File: src/rtl/mqnic_tx_scheduler_block_wrr.sv
// Weighted round-robin TX scheduler block: tracks active queues, issues tagged TX
// requests bounded by an op table, and exposes config/status through a register block.
module mqnic_tx_scheduler_block_wrr #(
  parameter int PORTS = 1,
  parameter int INDEX = 0,
  parameter int QUEUE_INDEX_WIDTH = 3,
  parameter int WEIGHT_WIDTH = 4,
  parameter int OP_TABLE_SIZE = 8,
  parameter int TX_REQ_TAG_WIDTH = 8,
  parameter int AXIS_TX_DEST_WIDTH = $clog2(PORTS)+4,
  parameter int REG_ADDR_WIDTH = 16,
  parameter int REG_DATA_WIDTH = 32,
  parameter int REG_STRB_WIDTH = REG_DATA_WIDTH/8,
  parameter int RB_BASE_ADDR = 0,
  parameter int RB_NEXT_PTR = 0
) (
  input  logic                          clk,
  input  logic                          rst,
  input  logic [REG_ADDR_WIDTH-1:0]     ctrl_reg_wr_addr,
  input  logic [REG_DATA_WIDTH-1:0]     ctrl_reg_wr_data,
  input  logic [REG_STRB_WIDTH-1:0]     ctrl_reg_wr_strb,
  input  logic                          ctrl_reg_wr_en,
  output logic                          ctrl_reg_wr_wait,
  output logic                          ctrl_reg_wr_ack,
  input  logic [REG_ADDR_WIDTH-1:0]     ctrl_reg_rd_addr,
  input  logic                          ctrl_reg_rd_en,
  output logic [REG_DATA_WIDTH-1:0]     ctrl_reg_rd_data,
  output logic                          ctrl_reg_rd_wait,
  output logic                          ctrl_reg_rd_ack,
  output logic [QUEUE_INDEX_WIDTH-1:0]  m_axis_tx_req_queue,
  output logic [TX_REQ_TAG_WIDTH-1:0]   m_axis_tx_req_tag,
  output logic [AXIS_TX_DEST_WIDTH-1:0] m_axis_tx_req_dest,
  output logic                          m_axis_tx_req_valid,
  input  logic                          m_axis_tx_req_ready,
  input  logic                          s_axis_tx_status_dequeue_empty,
  input  logic                          s_axis_tx_status_dequeue_error,
  input  logic [TX_REQ_TAG_WIDTH-1:0]   s_axis_tx_status_dequeue_tag,
  input  logic                          s_axis_tx_status_dequeue_valid,
  input  logic [TX_REQ_TAG_WIDTH-1:0]   s_axis_tx_status_finish_tag,
  input  logic                          s_axis_tx_status_finish_valid,
  input  logic [QUEUE_INDEX_WIDTH-1:0]  s_axis_doorbell_queue,
  input  logic                          s_axis_doorbell_valid,
  output logic                          active
);
  localparam int QUEUE_COUNT = 2**QUEUE_INDEX_WIDTH;
  localparam int OP_W = $clog2(OP_TABLE_SIZE);
  localparam int CNT_W = $clog2(OP_TABLE_SIZE+1);
  localparam logic [AXIS_TX_DEST_WIDTH-1:0] DEST_RST = AXIS_TX_DEST_WIDTH'((INDEX % PORTS) << 4);

  logic                          wr_ack_reg, rd_ack_reg, enable_reg;
  logic [REG_DATA_WIDTH-1:0]     rd_data_reg;
  logic [AXIS_TX_DEST_WIDTH-1:0] dest_reg;
  logic [WEIGHT_WIDTH-1:0]       weight_reg [QUEUE_COUNT];
  logic [QUEUE_COUNT-1:0]        qen_reg, active_reg, doorbell_seen;
  logic [OP_TABLE_SIZE-1:0]      op_valid;
  logic [QUEUE_INDEX_WIDTH-1:0]  op_queue [OP_TABLE_SIZE];
  logic [QUEUE_INDEX_WIDTH-1:0]  rr_ptr, req_queue, sel_q;
  logic [WEIGHT_WIDTH-1:0]       credit, sel_weight;
  logic [TX_REQ_TAG_WIDTH-1:0]   req_tag;
  logic                          req_valid, issue, load_credit, free_found;
  logic [OP_W-1:0]               free_idx, deq_slot, fin_slot;
  logic [CNT_W-1:0]              outstanding;
  logic [QUEUE_COUNT-1:0]        eligible;
  logic                          deq_rel, deq_clr, fin_rel;
  logic [QUEUE_INDEX_WIDTH-1:0]  deq_q;

  assign ctrl_reg_wr_wait    = 1'b0;
  assign ctrl_reg_rd_wait    = 1'b0;
  assign ctrl_reg_wr_ack     = wr_ack_reg;
  assign ctrl_reg_rd_ack     = rd_ack_reg;
  assign ctrl_reg_rd_data    = rd_data_reg;
  assign m_axis_tx_req_queue = req_queue;
  assign m_axis_tx_req_tag   = req_tag;
  assign m_axis_tx_req_dest  = dest_reg;
  assign m_axis_tx_req_valid = req_valid;

  logic unused_bits;
  assign unused_bits = ^{ctrl_reg_wr_data, ctrl_reg_wr_strb, ctrl_reg_wr_addr[1:0], ctrl_reg_rd_addr[1:0]};

  // Register address decode, offsets relative to the block base
  logic [REG_ADDR_WIDTH-1:0]    rd_off, wr_off;
  logic [QUEUE_INDEX_WIDTH-1:0] rd_qi, wr_qi;
  logic                         rd_is_q, wr_is_q, rd_hit, wr_hit;
  logic [31:0]                  rd_val;

  assign rd_off  = {ctrl_reg_rd_addr[REG_ADDR_WIDTH-1:2], 2'b00} - REG_ADDR_WIDTH'(RB_BASE_ADDR);
  assign wr_off  = {ctrl_reg_wr_addr[REG_ADDR_WIDTH-1:2], 2'b00} - REG_ADDR_WIDTH'(RB_BASE_ADDR);
  assign rd_is_q = (32'(rd_off) >= 32'h40) && (32'(rd_off) < 32'(32'h40 + 4*QUEUE_COUNT));
  assign wr_is_q = (32'(wr_off) >= 32'h40) && (32'(wr_off) < 32'(32'h40 + 4*QUEUE_COUNT));
  assign rd_qi   = rd_off[QUEUE_INDEX_WIDTH+1:2];
  assign wr_qi   = wr_off[QUEUE_INDEX_WIDTH+1:2];
  assign wr_hit  = (32'(wr_off) == 32'h20) || (32'(wr_off) == 32'h24) || wr_is_q;

  always_comb begin
    rd_hit = 1'b1;
    rd_val = '0;
    case (32'(rd_off))
      32'h00: rd_val = 32'h0000_C004;
      32'h04: rd_val = 32'h0000_0400;
      32'h08: rd_val = 32'(RB_NEXT_PTR);
      32'h0C: rd_val = 32'(RB_BASE_ADDR + 32'h10);
      32'h10: rd_val = 32'h0000_C041;
      32'h14: rd_val = 32'h0000_0100;
      32'h18: rd_val = 32'h0;
      32'h1C: rd_val = 32'(QUEUE_COUNT);
      32'h20: rd_val = 32'(enable_reg);
      32'h24: rd_val = 32'(dest_reg);
      32'h28: rd_val = 32'(outstanding);
      32'h2C: rd_val = 32'(active_reg);
      default: begin
        if (rd_is_q)
          rd_val = 32'(weight_reg[rd_qi]) | (32'(qen_reg[rd_qi]) << 16) | (32'(active_reg[rd_qi]) << 24);
        else
          rd_hit = 1'b0;
      end
    endcase
  end

  always_ff @(posedge clk) begin
    if (rst) begin
      wr_ack_reg  <= 1'b0;
      rd_ack_reg  <= 1'b0;
      rd_data_reg <= '0;
      enable_reg  <= 1'b0;
      dest_reg    <= DEST_RST;
      qen_reg     <= '1;
      for (int i = 0; i < QUEUE_COUNT; i++) weight_reg[i] <= WEIGHT_WIDTH'(1);
    end else begin
      wr_ack_reg <= 1'b0;
      rd_ack_reg <= 1'b0;
      if (ctrl_reg_wr_en && !wr_ack_reg && wr_hit) begin
        wr_ack_reg <= 1'b1;
        if (32'(wr_off) == 32'h20 && ctrl_reg_wr_strb[0]) enable_reg <= ctrl_reg_wr_data[0];
        if (32'(wr_off) == 32'h24 && ctrl_reg_wr_strb[0]) dest_reg <= AXIS_TX_DEST_WIDTH'(ctrl_reg_wr_data[7:0]);
        if (wr_is_q) begin
          if (ctrl_reg_wr_strb[0]) weight_reg[wr_qi] <= ctrl_reg_wr_data[WEIGHT_WIDTH-1:0];
          if (ctrl_reg_wr_strb[2]) qen_reg[wr_qi] <= ctrl_reg_wr_data[16];
        end
      end
      if (ctrl_reg_rd_en && !rd_ack_reg && rd_hit) begin
        rd_ack_reg  <= 1'b1;
        rd_data_reg <= REG_DATA_WIDTH'(rd_val);
      end
    end
  end

  // Status is honoured only for tags that name a currently allocated slot
  assign deq_slot = s_axis_tx_status_dequeue_tag[OP_W-1:0];
  assign fin_slot = s_axis_tx_status_finish_tag[OP_W-1:0];
  assign deq_rel  = s_axis_tx_status_dequeue_valid && (s_axis_tx_status_dequeue_empty || s_axis_tx_status_dequeue_error)
                    && ((s_axis_tx_status_dequeue_tag >> OP_W) == '0) && op_valid[deq_slot];
  assign deq_clr  = deq_rel && s_axis_tx_status_dequeue_empty;
  assign deq_q    = op_queue[deq_slot];
  assign fin_rel  = s_axis_tx_status_finish_valid && ((s_axis_tx_status_finish_tag >> OP_W) == '0) && op_valid[fin_slot];

  always_comb begin
    free_found  = 1'b0;
    free_idx    = '0;
    outstanding = '0;
    for (int i = OP_TABLE_SIZE-1; i >= 0; i--) begin
      if (!op_valid[i]) begin
        free_found = 1'b1;
        free_idx   = OP_W'(i);
      end
      outstanding = outstanding + CNT_W'(op_valid[i]);
    end
  end

  assign eligible = active_reg & qen_reg;
  assign active   = (enable_reg && (|eligible)) || (outstanding != '0);

  // Stay on the pointer queue while credit lasts, else scan from pointer+1 (pointer itself last)
  always_comb begin
    issue       = 1'b0;
    load_credit = 1'b0;
    sel_q       = rr_ptr;
    if (enable_reg && free_found && (!req_valid || m_axis_tx_req_ready)) begin
      if (credit != '0 && eligible[rr_ptr]) begin
        issue = 1'b1;
      end else begin
        for (int i = QUEUE_COUNT; i >= 1; i--) begin
          if (eligible[QUEUE_INDEX_WIDTH'(int'(rr_ptr) + i)]) begin
            issue       = 1'b1;
            load_credit = 1'b1;
            sel_q       = QUEUE_INDEX_WIDTH'(int'(rr_ptr) + i);
          end
        end
      end
    end
  end

  assign sel_weight = weight_reg[sel_q];

  // Request handshake: payload loads only on issue, and issue requires the
  // register to be empty or accepted this cycle, so valid/payload hold until ready.
  always_ff @(posedge clk) begin
    if (rst) begin
      req_valid     <= 1'b0;
      req_queue     <= '0;
      req_tag       <= '0;
      rr_ptr        <= '0;
      credit        <= '0;
      active_reg    <= '0;
      doorbell_seen <= '0;
      op_valid      <= '0;
      for (int i = 0; i < OP_TABLE_SIZE; i++) op_queue[i] <= '0;
    end else begin
      if (req_valid && m_axis_tx_req_ready) req_valid <= 1'b0;
      if (deq_rel) op_valid[deq_slot] <= 1'b0;
      if (fin_rel) op_valid[fin_slot] <= 1'b0;
      if (issue) begin
        req_valid               <= 1'b1;
        req_queue               <= sel_q;
        req_tag                 <= TX_REQ_TAG_WIDTH'(free_idx);
        rr_ptr                  <= sel_q;
        credit                  <= load_credit ? ((sel_weight == '0) ? '0 : sel_weight - WEIGHT_WIDTH'(1))
                                               : credit - WEIGHT_WIDTH'(1);
        op_valid[free_idx]      <= 1'b1;
        op_queue[free_idx]      <= sel_q;
        doorbell_seen[sel_q]    <= 1'b0;
      end
      if (deq_clr && !doorbell_seen[deq_q]) active_reg[deq_q] <= 1'b0;
      // A doorbell wins over a same-cycle empty status or issue
      if (s_axis_doorbell_valid) begin
        active_reg[s_axis_doorbell_queue]    <= 1'b1;
        doorbell_seen[s_axis_doorbell_queue] <= 1'b1;
      end
    end
  end
endmodule

File: config.mk
export PLATFORM = sky130hd
export DESIGN_NAME = mqnic_tx_scheduler_block_wrr
export DESIGN_NICKNAME = d
export VERILOG_FILES = /design/src/rtl/mqnic_tx_scheduler_block_wrr.sv
export SDC_FILE = /design/constraint.sdc
export NUM_CORES = 1
export LEC_CHECK = 0
export BUFFER_PORTS_ARGS = -buffer_cell sky130_fd_sc_hd__buf_2
export CAP_MARGIN = 5
export CORE_AREA = 3 3 124 126
export DETAILED_ROUTE_END_ITERATION = 8
export DIE_AREA = 0 0 127 129
export PLACE_DENSITY = 0.8
export SLEW_MARGIN = 20
export SYNTH_ARGS = -nofsm -noshare
export SYNTH_HDL_FRONTEND = slang
export SYNTH_SLANG_ARGS = --single-unit
File: constraint.sdc
create_clock -name clk -period 5.4 [get_ports clk]
set_input_delay 0.54 -clock clk [delete_from_list [all_inputs] [get_ports clk]]
set_output_delay 0.54 -clock clk [all_outputs]
set_load 0.03 [all_outputs]
# After elaboration in Yosys (flattened, before gate mapping)

Memories as Yosys holds them, arrays and structs flattened.
Index checks and enable logic that the tools add are counted.

Reduce and logical (&&, ||, !) cells: 51
Bitwise gates (word level): 14
Add/sub/neg operators: 17
Shifts and indexed selects: 0
Mux-type cells: 126
Equal/unequal tests: 13
Multiply operators: 0
Div/mod/pow operators: 0
Order comparisons: 28

Operators by type and width:

| operator              | number |
|---|---|
| $pmux W25 S11         | 1 |
| $mux W8               | 11 |
| $eq A14 B4 Y1 const B | 6 |
| $mux W1               | 67 |
| $mux W3               | 21 |
| $eq A14 B3 Y1 const B | 4 |
| $bmux W1 S3           | 14 |
| $and A8 B8 Y8         | 5 |
| $lt A3 B5 Y1 const B  | 8 |
| $lt A3 B4 Y1 const B  | 9 |
| $ge A16 B7 Y1 const B | 2 |
| $lt A16 B7 Y1 const B | 2 |
| $not A8 Y8            | 4 |
| $eq A14 B2 Y1 const B | 2 |
| $logic_and A1 B1 Y1   | 27 |
| $mux W25              | 1 |
| $or A17 B25 Y25       | 1 |
| $or A8 B8 Y8          | 3 |
| $demux W1 S3          | 7 |
| $ge A3 B1 Y1 const B  | 7 |
| $or A4 B17 Y17        | 1 |
| $add A4 B1 Y4         | 4 |
| $logic_not A16 Y1     | 1 |
| $logic_not A8 Y1      | 2 |
| 22 further kinds      | 39 |

RAM bits: 56
Memories kept: 2
Flip-flop bits (word level): 82
Word-level logic and storage cells: 264
ROM bits: 0
Bits in latches: 0

Memory list:

| name       | depth | width | rd ports | clocked after memory_dff | wr ports | RTL line | text |
|---|---|---|---|---|---|---|---|
| weight_reg | 8     | 4     | 2        | 0                        | 8        | 53       | `logic [WEIGHT_WIDTH-1:0] weight_reg [QUEUE_COUNT];` |
| op_queue   | 8     | 3     | 1        | 0                        | 8        | 56       | `logic [QUEUE_INDEX_WIDTH-1:0] op_queue [OP_TABLE_SIZE];` |

# Logic depth before layout (Yosys ltp)

Depth in word-level cells: 24
Gate-level depth with buffers: 19

# Worst setup path after synthesis

OpenSTA, ideal clock, no wires.

Path type: reg-to-reg
Start point: reg m_axis_tx_req_queue[0] (netlist name)
End point: reg credit[2]
Cell stages (with the launch flop): 18
Data required time: 5286 ps
Path slack: 859 ps
Data arrival time: 4427 ps
Cells stage by stage: dfxtp_1 > buf_6 > buf_6 > buf_8 > inv_4 > clkbuf_1 > ha_1 > xnor2_1 > mux4_2 > a21o_1 > a221oi_4 > mux2_4 > and2_4 > buf_6 > a2111oi_4 > o32ai_2 > a32o_1 > a21o_1

RTL lines:

| item                 | RTL line | text |
|---|---|---|
| end signal, assigned | 216      | `credit <= load_credit ? ((sel_weight == '0) ? '0 : sel_weight - WEIGHT_WIDTH'(1))` |
| end, declared        | 58       | `logic [WEIGHT_WIDTH-1:0] credit, sel_weight;` |

==> flow_summary.yaml <==
setup_path:
  cpPeakStageDelay_ns: 0.77
  worstPathArrival_ns: 4.92
  rr_startpoint: "m_axis_tx_req_queue[0]"
  endpoint_kind: "flip-flop"
  reg2reg_to: "op_queue[4][1]"
  required_ns: 5.55
  setup.worst_path.class: "flip-flop to flip-flop"
  crit_chain: "inv_4 -> ha_1 -> xnor2_1 -> mux4_2 -> a2111oi_0 -> nor4b_1 -> nor2b_1 -> inv_1 -> nor2_1 -> nand2_1 -> nand2_1"
  reg2regPathDepth: 11
  cp_max_fo: 14
  r2r_slack_ns: 0.63
  path_common_cell: "nand2_1"
  start_kind: "flip-flop"
  slowest_stage: "nor4b_1"
timing:
  rsz0062_at_grt: "no"
  slew_viol_final: 0
  slew_headroom_pct: 25.6
  finalCritPeriodShare_pct: 88.4
  clock.fmax_mhz: 210
  setup_tns_ns: 0
  setup_violations: 0
  finalHoldViolCount: 0
  finalCriticalPeriod_ns: 4.77
  tightest_slew_ns: 1.12
  clock_skew_ns: 0.00797
clocking:
  clk_pin_slew_ns: 0.06
  cts_made_buffers: 17
  cts-hold-fix-buffers: 0
  cts_max_path_buffers: 2
  clk_latency_ns: 0.42
  cts_max_level: 4
  cts_root_buf: "clkbuf_16"
  clock-sinks: 119
  cts_tree: "done"
  cts_resized: 0
  post_cts_buffers: 0
cells_and_area:
  layoutNonFillerInstCount: 1164
  largest_register_ffs: 32
  fin_nets: 1074
  fill_cells: 1151
  area_delta_synth_final_pct: 13.0
  drive_above_1_share_pct: 19.9
  antennaDiodeCount: 0
floorplan:
  pin_count: 150
  core-area_um2: 14400
  die_w_um: 127
  initial_core_util_pct: 56.5
  fp-row-count: 44
  die_area_um2: 16400
  die_y_um: 129
worst_hold_path:
  min_from: "s_axis_doorbell_queue[1]"
  holdPathEnd: "active_reg[3]"
  holdPathStages: 3
  hp-class: "input pin to flip-flop"
route:
  drt_iter0_drc: 781
  wirelength_um: 22700
  vias_per_cell: 6.41
  vias: 7462
  wl_per_cell_um: 19.5
  drtAntennaViolNets: 0
  drt-pass1-iter-count: 5
  drc: 0
synthesis:
  synth.avg_cell_area_um2: 9.06
  synth_top_cell_by_area: "edfxtp_1"
  synth_area_leaders: "edfxtp_1, dfxtp_1, mux4_2"
  synth_ff_type: "dfxtp_1"
  synth_top_area_share_pct: 20.6
  postSynthCellCount: 900
  ys_warn_count: 0
  netlist_area_um2: 8150
  synthDistinctLibCells: 88
  async_flop_share_pct: 0
  ys_ff_latch: 119
  synth_edf_count: 56
  seq_area_frac_synth_pct: 36.1
power_and_ir_drop:
  p_sw_mw: 0.581
  p_leak_nw: 3.50
  p_per_area_nw_per_um2: 270
  peakVddDrop_uv: 229
  combPwrFrac_pct: 9.1
  p_int_mw: 1.91
  p_clk_share_pct: 51.3
  swShare_pct: 23.3
  sequentialPowerShare_pct: 39.6
grt:
  antenna_found_initial: 0
  busiest_layer: "met2"
  grt_max_degree: 59
  grt_pass1_wl_um: 35500
  met1_usage_pct: 36.8
  overflow: 0
  grt_use_met3_pct: 6.27
  met2_usage_pct: 44.0
  grt_pass1_vias: 6871
  grt_use_total_pct: 27.4
flow_run:
  drv_cap: 0
placed_design:
  gp_routability_congestion: 0.961
  dp.cells: 1132
  dp_hpwl_um: 16400
  port_buffers: 91
run_status:
  outcome: "finished, final reports clean"
## routing by layer
layer | routed length, µm | vias to the layer above
li1 | - | 3448
met1 | 9380 | 3518
met2 | 10600 | 443
met3 | 2240 | 53
met4 | 533 | 0
met5 | 0 | -
## power by group through the flow
stage	logic [mW]	clock network (mW)	registers (mW)
detailed placement	0.221	0	1.00
floorplan	0.170	0	0.995
global route	0.242	1.32	0.988
global placement	0.217	0	1.00
finish	0.227	1.28	0.987
CTS	0.223	1.28	0.986
## area by class of cell
type                    instances  area [µm²]  area share, %
clock buffers                  18         429           4.66
clock inverters                14         230           2.50
inverters                      27         104           1.13
multi-input cells             704        4770           51.7
flip-flops and latches        119        2940           32.0
well taps                     184         230           2.50
repair buffers                 98         508           5.52
## worst max-delay path by stage
| stage | start | end | slack [ns] |
|---|---|---|---|
| 6_report | m_axis_tx_req_queue[0] | op_queue[4][1] | 0.63 |
| 2_1_floorplan | m_axis_tx_req_queue[0] | credit[2] | 0.86 |
| 4_1_cts | m_axis_tx_req_queue[0] | op_queue[4][1] | 0.78 |
| 3_3_place_gp | m_axis_tx_req_queue[0] | op_queue[2][2] | 0.88 |
| 3_5_place_dp | m_axis_tx_req_queue[0] | op_queue[4][1] | 0.86 |
| 5_1_grt | m_axis_tx_req_queue[0] | op_queue[4][2] | 0.51 |
## cell usage in the layout (no fill, tap or decap), types with 10 or more instances in the layout
cell type   n
a211oi_1   18
nor3_1     32
mux2_2     12
dfxtp_1    63
nand2b_1   16
mux4_2     24
a21oi_1    48
inv_1      25
a22oi_1    10
and2_1     32
buf_2      91
edfxtp_1   56
mux2i_1    41
or2_2      11
clkbuf_16  17
o21ai_0    48
nor2b_1    10
conb_1     25
nor2_1     96
nand2_1    86
nand3_1    36
## worst max-delay path: cells and delay by family, from the launching register on
kind | cells | cell delay, ns
adders and majority gates | 1 | 0.32
DFF | 1 | 0.64
buffers and inverters | 2 | 0.43
and+or+nand+nor | 5 | 1.72
AOI/OAI and AO/OA | 1 | 0.39
xor gates and xnor gates | 1 | 0.36
muxes | 1 | 0.63
## per-stage QoR
stage	worst slack [ns]	hold slack (ns)	total power, mW	instance area (µm²)	utilization [%]
5_1_grt	0.507	0.459	2.55	9210	63.9
3_3_place_gp	0.877	0.438	1.22	8550	59.3
6_report	0.629	0.451	2.49	9210	63.9
2_1_floorplan	0.859	0.450	1.17	8240	-
4_1_cts	0.784	0.439	2.48	9210	63.9
3_5_place_dp	0.860	0.442	1.23	8550	59.3
## Yosys cell counts, drive strengths merged, types with 6 or more instances
cell type,count
a22oi,10
and3,7
o211ai,8
nor4,6
nor2b,10
clkbuf,34
or2,12
o21ai,51
a221oi,6
or3,6
a211oi,20
a21o,7
nor2,96
ha,6
nand4,6
edfxtp,56
nand3,37
nor3,32
inv,26
mux4,24
o221ai,9
nand2b,16
nand2,86
mux2i,41
and2,33
mux2,13
buf,40
dfxtp,63
a21oi,49
## cells by family (layout without fill, tap and decap cells)
| group | count (synthesis) | after routing | synth area share [%] |
|---|---|---|---|
| xor+xnor | 9 | 9 | 1.06 |
| other cells | 1 | 25 | 0.0460 |
| compound gates | 217 | 217 | 18.9 |
| fa+ha+maj | 10 | 10 | 1.90 |
| mux | 78 | 78 | 13.5 |
| simple gates | 365 | 365 | 21.9 |
| flops | 119 | 119 | 36.1 |
| buf+inv | 101 | 157 | 6.54 |
Note: power is estimated with default switching activity, not from simulation.
